[src/rtl/cla_seq_pkg.sv]
// cla_seq_pkg
//   Shared definitions for the word-serial carry-lookahead adder sequencer:
//   the controller state type, default slice geometry, and the width helper
//   for the slice index register.
package cla_seq_pkg;

  typedef enum logic [1:0] {
    IDLE = 2'd0,
    RUN  = 2'd1,
    DONE = 2'd2
  } seq_state_t;

  localparam int unsigned SLICE_W_DEF = 8;
  localparam int unsigned WORDS_DEF   = 4;

  // Width of the slice index; held at one bit minimum so a degenerate
  // configuration still elaborates.
  function automatic int unsigned idx_width(input int unsigned words);
    return (words < 2) ? 1 : $clog2(words);
  endfunction

endpackage

[src/rtl/cla_slice.sv]
// cla_slice
//   Purely combinational SLICE_W-bit carry-lookahead adder slice.
//   Every internal carry is expanded into its flattened sum-of-products
//   form over generate/propagate terms rather than rippled.
// Ports:
//   a, b  : slice operands
//   cin   : carry into bit 0
//   sum   : slice sum
//   cout  : carry out of the top bit
module cla_slice #(
  parameter int unsigned SLICE_W = 8
) (
  input  logic [SLICE_W-1:0] a,
  input  logic [SLICE_W-1:0] b,
  input  logic               cin,
  output logic [SLICE_W-1:0] sum,
  output logic               cout
);

  logic [SLICE_W-1:0] p;
  logic [SLICE_W-1:0] g;
  logic [SLICE_W:0]   c;

  assign p = a ^ b;
  assign g = a & b;

  // c[i+1] = G[i] | P[i]G[i-1] | ... | P[i..1]G[0] | P[i..0]cin
  always_comb begin
    logic term;
    logic acc;
    term = 1'b0;
    acc  = 1'b0;
    c    = '0;
    c[0] = cin;
    for (int unsigned i = 0; i < SLICE_W; i++) begin
      acc = 1'b0;
      for (int unsigned j = 0; j <= i; j++) begin
        term = g[j];
        for (int unsigned k = j + 1; k <= i; k++) begin
          term = term & p[k];
        end
        acc = acc | term;
      end
      term = cin;
      for (int unsigned k = 0; k <= i; k++) begin
        term = term & p[k];
      end
      c[i+1] = acc | term;
    end
  end

  assign sum  = p ^ c[SLICE_W-1:0];
  assign cout = c[SLICE_W];

endmodule

[src/rtl/cla_word_sequencer.sv]
// cla_word_sequencer
//   Adds two WORDS*SLICE_W-bit operands by streaming them, one SLICE_W-bit
//   slice per clock, through a single carry-lookahead slice, holding the
//   carry in a register between slices. Valid/ready on both sides.
//   Optional feature macro: CLA_SEQ_SUB_EN adds the in_sub port; when set at
//   accept, B is stored inverted and the carry seeded with 1 (A-B, cout=1
//   meaning no borrow).
// Ports:
//   clk, rst_n          : clock, asynchronous active-low reset
//   in_valid/in_ready   : operand handshake (in_ready high only in IDLE)
//   in_a, in_b, in_cin  : operands and carry-in
//   in_sub              : subtract request (CLA_SEQ_SUB_EN only)
//   out_valid/out_ready : result handshake (out_valid high only in DONE)
//   out_sum, out_cout   : result and unsigned carry out
//   busy                : high in RUN or DONE
module cla_word_sequencer
  import cla_seq_pkg::*;
#(
  parameter int unsigned SLICE_W = SLICE_W_DEF,
  parameter int unsigned WORDS   = WORDS_DEF
) (
  input  logic                       clk,
  input  logic                       rst_n,
  input  logic                       in_valid,
  output logic                       in_ready,
  input  logic [WORDS*SLICE_W-1:0]   in_a,
  input  logic [WORDS*SLICE_W-1:0]   in_b,
  input  logic                       in_cin,
`ifdef CLA_SEQ_SUB_EN
  input  logic                       in_sub,
`endif
  output logic                       out_valid,
  input  logic                       out_ready,
  output logic [WORDS*SLICE_W-1:0]   out_sum,
  output logic                       out_cout,
  output logic                       busy
);

  localparam int unsigned W     = WORDS * SLICE_W;
  localparam int unsigned IDX_W = idx_width(WORDS);

  seq_state_t         state;
  logic [W-1:0]       a_q;
  logic [W-1:0]       b_q;
  logic [W-1:0]       sum_q;
  logic               carry_q;
  logic [IDX_W-1:0]   idx_q;
  logic               in_ready_q;
  logic               out_valid_q;
  logic               busy_q;

  logic [W-1:0]       b_load;
  logic               cin_load;
  int unsigned        base;
  logic [SLICE_W-1:0] slice_a;
  logic [SLICE_W-1:0] slice_b;
  logic [SLICE_W-1:0] slice_sum;
  logic               slice_cout;

  // Operand conditioning applied at capture time.
  always_comb begin
`ifdef CLA_SEQ_SUB_EN
    b_load   = in_sub ? ~in_b : in_b;
    cin_load = in_sub | in_cin;
`else
    b_load   = in_b;
    cin_load = in_cin;
`endif
  end

  always_comb begin
    base    = 32'(idx_q) * SLICE_W;
    slice_a = a_q[base +: SLICE_W];
    slice_b = b_q[base +: SLICE_W];
  end

  cla_slice #(
    .SLICE_W (SLICE_W)
  ) u_slice (
    .a    (slice_a),
    .b    (slice_b),
    .cin  (carry_q),
    .sum  (slice_sum),
    .cout (slice_cout)
  );

  // Handshake flags are registered alongside the state so they are pure
  // state decodes with no path from in_valid or out_ready.
  always_ff @(posedge clk or negedge rst_n) begin
    if (!rst_n) begin
      state       <= IDLE;
      a_q         <= '0;
      b_q         <= '0;
      sum_q       <= '0;
      carry_q     <= 1'b0;
      idx_q       <= '0;
      in_ready_q  <= 1'b1;
      out_valid_q <= 1'b0;
      busy_q      <= 1'b0;
    end else begin
      case (state)
        IDLE: begin
          if (in_valid) begin
            a_q        <= in_a;
            b_q        <= b_load;
            carry_q    <= cin_load;
            idx_q      <= '0;
            sum_q      <= '0;
            state      <= RUN;
            in_ready_q <= 1'b0;
            busy_q     <= 1'b1;
          end
        end
        RUN: begin
          sum_q[base +: SLICE_W] <= slice_sum;
          carry_q                <= slice_cout;
          if (idx_q == IDX_W'(WORDS - 1)) begin
            state       <= DONE;
            out_valid_q <= 1'b1;
          end else begin
            idx_q <= idx_q + 1'b1;
          end
        end
        DONE: begin
          if (out_ready) begin
            state       <= IDLE;
            out_valid_q <= 1'b0;
            in_ready_q  <= 1'b1;
            busy_q      <= 1'b0;
          end
        end
        default: begin
          state       <= IDLE;
          in_ready_q  <= 1'b1;
          out_valid_q <= 1'b0;
          busy_q      <= 1'b0;
        end
      endcase
    end
  end

  assign in_ready  = in_ready_q;
  assign out_valid = out_valid_q;
  assign busy      = busy_q;
  assign out_sum   = sum_q;
  assign out_cout  = carry_q;

endmodule

[config.mk]
export PLATFORM = sky130hd
export DESIGN_NAME = cla_word_sequencer
export DESIGN_NICKNAME = d
export VERILOG_FILES = /design/src/rtl/cla_seq_pkg.sv /design/src/rtl/cla_slice.sv /design/src/rtl/cla_word_sequencer.sv
export SDC_FILE = /design/constraint.sdc
export NUM_CORES = 1
export LEC_CHECK = 0
export ABC_AREA = 1
export ABC_CLOCK_PERIOD_IN_PS = 4700
export BUFFER_PORTS_ARGS = -buffer_cell sky130_fd_sc_hd__buf_2
export CORE_MARGIN = 4
export CORE_UTILIZATION = 58
export CTS_CLUSTER_SIZE = 20
export DETAILED_ROUTE_END_ITERATION = 8
export PLACE_DENSITY = 0.84
export SYNTH_ARGS = -nofsm -noshare
export SYNTH_HDL_FRONTEND = slang
export SYNTH_SLANG_ARGS = --single-unit
[constraint.sdc]
create_clock -name clk -period 4.7 [get_ports clk]
set_input_delay 0.47 -clock clk [delete_from_list [all_inputs] [get_ports clk]]
set_output_delay 0.47 -clock clk [all_outputs]
set_load 0.02 [all_outputs]
### Yosys cells after proc, flatten, opt, wreduce, memory -nomap -nowiden

Cells that the tools add are included.

| cells by class | value |
|---|---|
| shift-type cells | 4 |
| add/sub/neg operators | 2 |
| equal/unequal tests | 7 |
| multiplexer cells | 20 |
| div/mod/pow operators | 0 |
| multiply operators | 0 |
| order comparisons | 0 |
| reductions and logical operators | 8 |
| bitwise logic cells | 77 |

Operators with widths:

| operator | count |
|---|---|
| 32-bit one-hot mux with 2 select lines | 1 |
| 32-bit by 6-bit variable part select with 8-bit output | 2 |
| 1-bit bitwise AND | 36 |
| 1-bit bitwise OR | 36 |
| 5-bit negation with 34-bit output | 1 |
| 8-bit by 34-bit variable shift with 32-bit output, first input constant | 1 |
| 8-bit by 34-bit variable part select with 32-bit output | 1 |
| 32-bit bitwise mux | 1 |
| 32-bit 2-to-1 mux | 1 |
| 8-bit XOR | 2 |
| 3-bit AND reduction | 4 |
| 2-bit 2-to-1 mux | 5 |
| 1-bit one-hot mux with 3 select lines | 3 |
| 8-bit bitwise AND | 1 |
| 2-bit inequality test, second input constant | 4 |
| 1-bit 2-to-1 mux | 6 |
| 2-bit one-hot mux with 3 select lines | 1 |
| 2-bit equality test, second input constant | 2 |
| 2-bit one-hot mux with 2 select lines | 1 |
| 2-bit AND reduction | 2 |
| 2-bit by 1-bit adder with 2-bit output, second input constant | 1 |
| 2-bit by 1-bit equality test with 1-bit output, second input constant | 1 |
| 2-bit logical NOT | 1 |
| 1-bit inverter | 2 |
| other kinds (2) | 2 |

| storage, ports and cells | value |
|---|---|
| bits in latches | 0 |
| RAM bits | 0 |
| input port bits | 69 |
| ROM bits | 0 |
| register bits | 104 |
| memories | 0 |
| word-level logic and storage cells | 127 |

### Logic depth before layout (Yosys ltp)

| depth | value |
|---|---|
| depth after elaboration | 19 |
| depth in mapped cells | 19 |
| mapped depth without buffers | 18 |

### By module

Synthesis repeated with hierarchy kept, for this count alone.

| second synthesis, totals | value |
|---|---|
| cells, all modules | 701 |
| area, all modules | 5332.6 µm² |

Modules (own cells, without submodules):

| module | times used | sequential area each (µm²) | cells an instance | area an instance (µm²) |
|---|---|---|---|---|
| cla_word_sequencer | 1 | 2603.7 | 627 | 4855.9 |
| cla_slice | 1 | 0.0 | 74 | 476.7 |

### Least setup slack after synthesis

No wires, ideal clock.

| timing path | value |
|---|---|
| path type | reg2reg |
| start | register idx_q[0] |
| end | register sum_q[28], in the netlist out_sum[28] |
| setup time | 0.124 ns |
| arrival | 2.448 ns |
| setup slack | 2.127 ns |
| required time | 4.576 ns |
| period minus slack after synthesis | 2.573 ns |
| buffers on the path | 1 |
| cell stages (with the launch flop) | 17 |
| cell sequence | dfrtp_1 > inv_1 > clkbuf_1 > nor2_1 > o22ai_1 > ha_1 > ha_1 > inv_1 > nand2_1 > nand3_1 > nand3_1 > nand2_1 > nand2_1 > xnor2_1 > nor2_1 > nand2_1 > o21ai_1 |

| between the ends | value |
|---|---|
| word-level cells in the longest chain between the ends | 19 |
| elaborated cells on any way between the ends | 66 |
| those cells by class | 1 x add/sub; 4 x shift; 2 x mux; 59 x bitwise |

RTL lines:

| what | RTL line | RTL |
|---|---|---|
| from (decl) | cla_word_sequencer.sv:47 | `logic [IDX_W-1:0] idx_q;` |
| from (signal assigned) | cla_word_sequencer.sv:121 | `idx_q <= idx_q + 1'b1;` |
| 32-bit by 6-bit variable part select with 8-bit output, on equally long branches | cla_word_sequencer.sv:73, cla_word_sequencer.sv:74 |  |
| 8-bit bitwise AND or 8-bit XOR (tied branches) | cla_slice.sv:25, cla_slice.sv:24 |  |
| 1-bit bitwise AND (6 in series) | cla_slice.sv:40 | `term = term & p[k];` |
| 1-bit bitwise OR (6 in series) | cla_slice.sv:42 | `acc = acc \| term;` |
| 1-bit bitwise OR | cla_slice.sv:48 | `c[i+1] = acc \| term;` |
| 8-bit XOR | cla_slice.sv:52 | `assign sum = p ^ c[SLICE_W-1:0];` |
| 8-bit by 34-bit variable part select with 32-bit output | cla_word_sequencer.sv:115 | `sum_q[base +: SLICE_W] <= slice_sum;` |
| 32-bit bitwise mux * | cla_word_sequencer.sv:115 |  |
| 32-bit one-hot mux with 2 select lines * | cla_word_sequencer.sv:101 | `case (state)` |
| to (signal, indexed assignment) | cla_word_sequencer.sv:115 |  |
| to (decl) | cla_word_sequencer.sv:45 | `logic [W-1:0] sum_q;` |

Every way passes the cells marked *; elsewhere a longest branch is shown, timed or not.
A chain may end at the register's enable or synchronous reset.

### Final worst setup path

Same ends and word-level chain as after synthesis.

==> results.py <==
metrics = {
    "flow_run": {
        "drv_cap": 0,
    },
    "floorplanning": {
        "pin_count": 105,
        "fp.dieH_um": 99.15,
        "dieWidth_um": 99.15,
        "die_area_sq_um": 9830,
        "fp.coreArea_sq_um": 7888,
        "placementRows": 32,
        "start_util_pct": 61.09,
    },
    "logic_synthesis": {
        "synthMuxAreaShare_pct": 0,
        "synthSimpleGateAreaFrac_pct": 26.69,
        "yosysTopAreaCellShare_pct": 53.49,
        "synth-seq-cells": 104,
        "synth_xor_area_share_pct": 0.9089,
        "yosysWarnings": 0,
        "synth_edf_count": 0,
        "async_flop_share_pct": 100.0,
        "synth_fa_ha_area_share_pct": 3.791,
        "synth_flop_cell": "dfrtp_1",
        "syn_nets": 663,
        "yosysUniqueCellTypes": 25,
        "synth_compound_gate_area_share_pct": 9.816,
        "ys_seq_area_share_pct": 54.04,
        "synth_top_family_by_area": "simple AND/OR/NAND/NOR gates",
        "avgSynthCellArea_sq_um": 8.308,
        "ys_top_cells_by_area": "dfrtp_1 53%, nand2_1 19%, o21ai_0 4.5%",
        "syn_inst": 580,
        "syn_area_sq_um": 4818,
        "synth_top_area_cell": "dfrtp_1",
    },
    "pwr": {
        "swShare_pct": 46.63,
        "p_per_area_nw_per_um2": 786.1,
        "power_frac_seq_pct": 34.2,
        "p_int_mw": 2.347,
        "p_switching_mw": 2.051,
        "peakVddDrop_v": 0.0003420,
        "p_clk_share_pct": 13.7,
        "total_power_mw": 4.397,
        "p_comb_share_pct": 52.2,
        "p_leak_nw": 3.045,
    },
    "sta": {
        "drv_slew": 0,
        "period_share_pct": 70.65,
        "finalSetupViolCount": 0,
        "hold_viol_final": 0,
        "tns_ns": 0,
        "rsz0062_at_grt": "false",
        "tightest_slew_ns": 0.9758,
        "fmax_mhz": 301.1,
        "maxSlewHeadroom_pct": 34.88,
        "fin_crit_ns": 3.321,
        "fin_skew_ns": 0.01125,
    },
    "global_routing": {
        "globalRoute.totalOverflow": 0,
        "busiest_layer": "met2",
        "grt_util_all_layers_pct": 25.00,
        "grt_pass1_wl_um": 19640,
        "grt_pass1_vias": 4176,
        "antenna_found_initial": 0,
        "grt_max_degree": 66,
        "met1_usage_pct": 32.72,
        "grt_util_met3_pct": 5.259,
        "use_met2_pct": 40.96,
    },
    "cells_and_area": {
        "drive_gt1_share_pct": 21.06,
        "multiInputGateArea_sq_um": 1986,
        "layout.nets": 757,
        "antenna_cells": 0,
        "layout_common_cells": "239 x nand2_1, 103 x dfrtp_1, 103 x buf_2",
        "nFillCells": 644,
        "seqCellArea_sq_um": 2604,
        "fin_cells": 781,
        "final_common_cell": "nand2_1",
        "areaGrowthSynthToFinish_pct": 16.10,
    },
    "critical_path": {
        "crit_top_cell": "nand2_1",
        "path_cells": "buf_4, inv_1, o21ai_0, o22ai_1, ha_1, ha_1, inv_1, nand2_1, nand3_1, nand3_1, nand2_1, nand2_1, xnor2_1, nor2_1, nand2_1, o21ai_1",
        "arrival_ns": 3.57,
        "required_ns": 4.95,
        "crit_path_start_kind": "flip-flop",
        "path_delay_family": "buffers and inverters",
        "cp_num_buf_inv": 3,
        "critPathSlowestCell": "inv_1",
        "worstSetupEndpointType": "flip-flop",
        "max_stage_delay_ns": 0.77,
        "critPathMaxFanout": 43,
        "crit_type": "flip-flop to flip-flop",
    },
    "clock_network": {
        "clock_sink_count": 104,
        "cts-root-buf": "clkbuf_8",
        "clkTransAtPathRegs_ns": 0.10,
        "cts_resized": 0,
        "cts_buffers": 9,
        "cts_tree": "done",
        "cts_buffer_depth": 2,
        "clkLatencyLatePin_ns": 0.37,
        "cts_setup_buffers": 0,
        "holdBufCountCts": 0,
        "htree_num_levels": 3,
    },
    "drt": {
        "routedWlPerCell_um": 15.27,
        "via_count": 4263,
        "drtIter0Drc": 258,
        "ant_nets": 0,
        "drtPass1Iterations": 4,
        "totalWireLength_um": 11930,
        "vias_per_cell": 5.458,
        "drc": 0,
    },
    "run_status": {
        "status": "complete, no violations",
    },
    "placement": {
        "gp_congestion": 0.9383,
        "port_buffers": 104,
        "placed_cells": 765,
        "hpwlAfterDp_um": 8592,
    },
    "worst_hold_path": {
        "hold_class": "input pin to async pin",
    },
}
==> cell type report <==
class / count / area share [%]
Sequential cell: 104 / 46.54
Multi-Input combinational cell: 420 / 35.50
Timing Repair Buffer: 108 / 9.886
Clock buffer: 12 / 2.416
Tap cell: 102 / 2.281
Inverter: 31 / 2.080
Clock inverter: 4 / 1.297
==> per-stage QoR <==
step / area (sq um) / hold WS [ns] / worst slack (ns) / utilization (%)
floorplan: 4818 / 0.1744 / 2.127 / -
global placement: 5386 / 0.4505 / 1.545 / 68.29
detailed placement: 5386 / 0.4589 / 1.460 / 68.29
CTS: 5594 / 0.09561 / 1.417 / 70.92
global route: 5594 / 0.1260 / 1.052 / 70.92
finish: 5594 / 0.08469 / 1.379 / 70.92
==> power groups by stage <==
stage          Sequential (mW)  Combinational [mW]  Clock [mW]
2_1_floorplan             1.55                1.61           0
3_3_place_gp              1.51                2.17           0
3_5_place_dp              1.51                2.26           0
4_1_cts                   1.50                2.28       0.605
5_1_grt                   1.54                2.56       0.643
6_report                  1.50                2.29       0.600
==> worst register-to-register path: stages (launching register included) <==
cell and delay [ns]:
dfrtp_1 0.37, buf_4 0.26, inv_1 0.77, o21ai_0 0.18, o22ai_1 0.25, ha_1 0.29, ha_1 0.19, inv_1 0.05
nand2_1 0.04, nand3_1 0.09, nand3_1 0.12, nand2_1 0.08, nand2_1 0.06, xnor2_1 0.23, nor2_1 0.08, nand2_1 0.10
o21ai_1 0.06
==> cell families after synthesis <==
family / after synthesis
AND/OR/NAND/NOR: 316
flip-flops: 104
AO/OA/AOI/OAI: 85
buffers and inverters: 56
adder cells (fa/ha/maj): 14
XOR/XNOR: 5
==> cell usage after synthesis (4+ instances only) <==
| cell | n |
|---|---|
| nand2_1 | 239 |
| o21ai_0 | 43 |
| o22ai_1 | 24 |
| o21ai_1 | 11 |
| nor2_1 | 39 |
| buf_2 | 15 |
| ha_1 | 13 |
| o31ai_1 | 7 |
| nand3_1 | 18 |
| inv_2 | 4 |
| nor2_2 | 4 |
| nand2_2 | 7 |
| dfrtp_1 | 103 |
| clkbuf_1 | 10 |
| inv_1 | 27 |
==> final timing paths <==
| path | endpoint | from | slack [ns] | cells after the start |
|---|---|---|---|---|
| setup / recovery | out_sum[28] | idx_q[0] | 1.38 | 16 |
| min in group clk | b_q[28] | in_b[28] | 0.28 | 3 |
| max in group asynchronous | b_q[14] | rst_n | 3.46 | 2 |
| setup reg to reg | out_sum[28] | idx_q[0] | 1.38 | 16 |
| hold reg to reg | in_ready | in_ready | 0.47 | 2 |
| hold / removal | out_sum[26] | rst_n | 0.08 | 1 |
==> layer usage <==
metal / share of wire (%) / routed length, um / up-vias
li1: - / - / 2043
met1: 43 / 5088 / 2028
met2: 49 / 5808 / 164
met3: 6.0 / 714 / 28
met4: 2.7 / 317 / 0
met5: 0 / 0 / -
==> registers in the layout, indices dropped and copies added (netlist names) <==
signal and flops:
out_valid 1, b_q 32, busy 1, out_cout 1, idx_q 2, a_q 32, out_sum 32, state 2
in_ready 1
(Power assumes the default switching activity.)
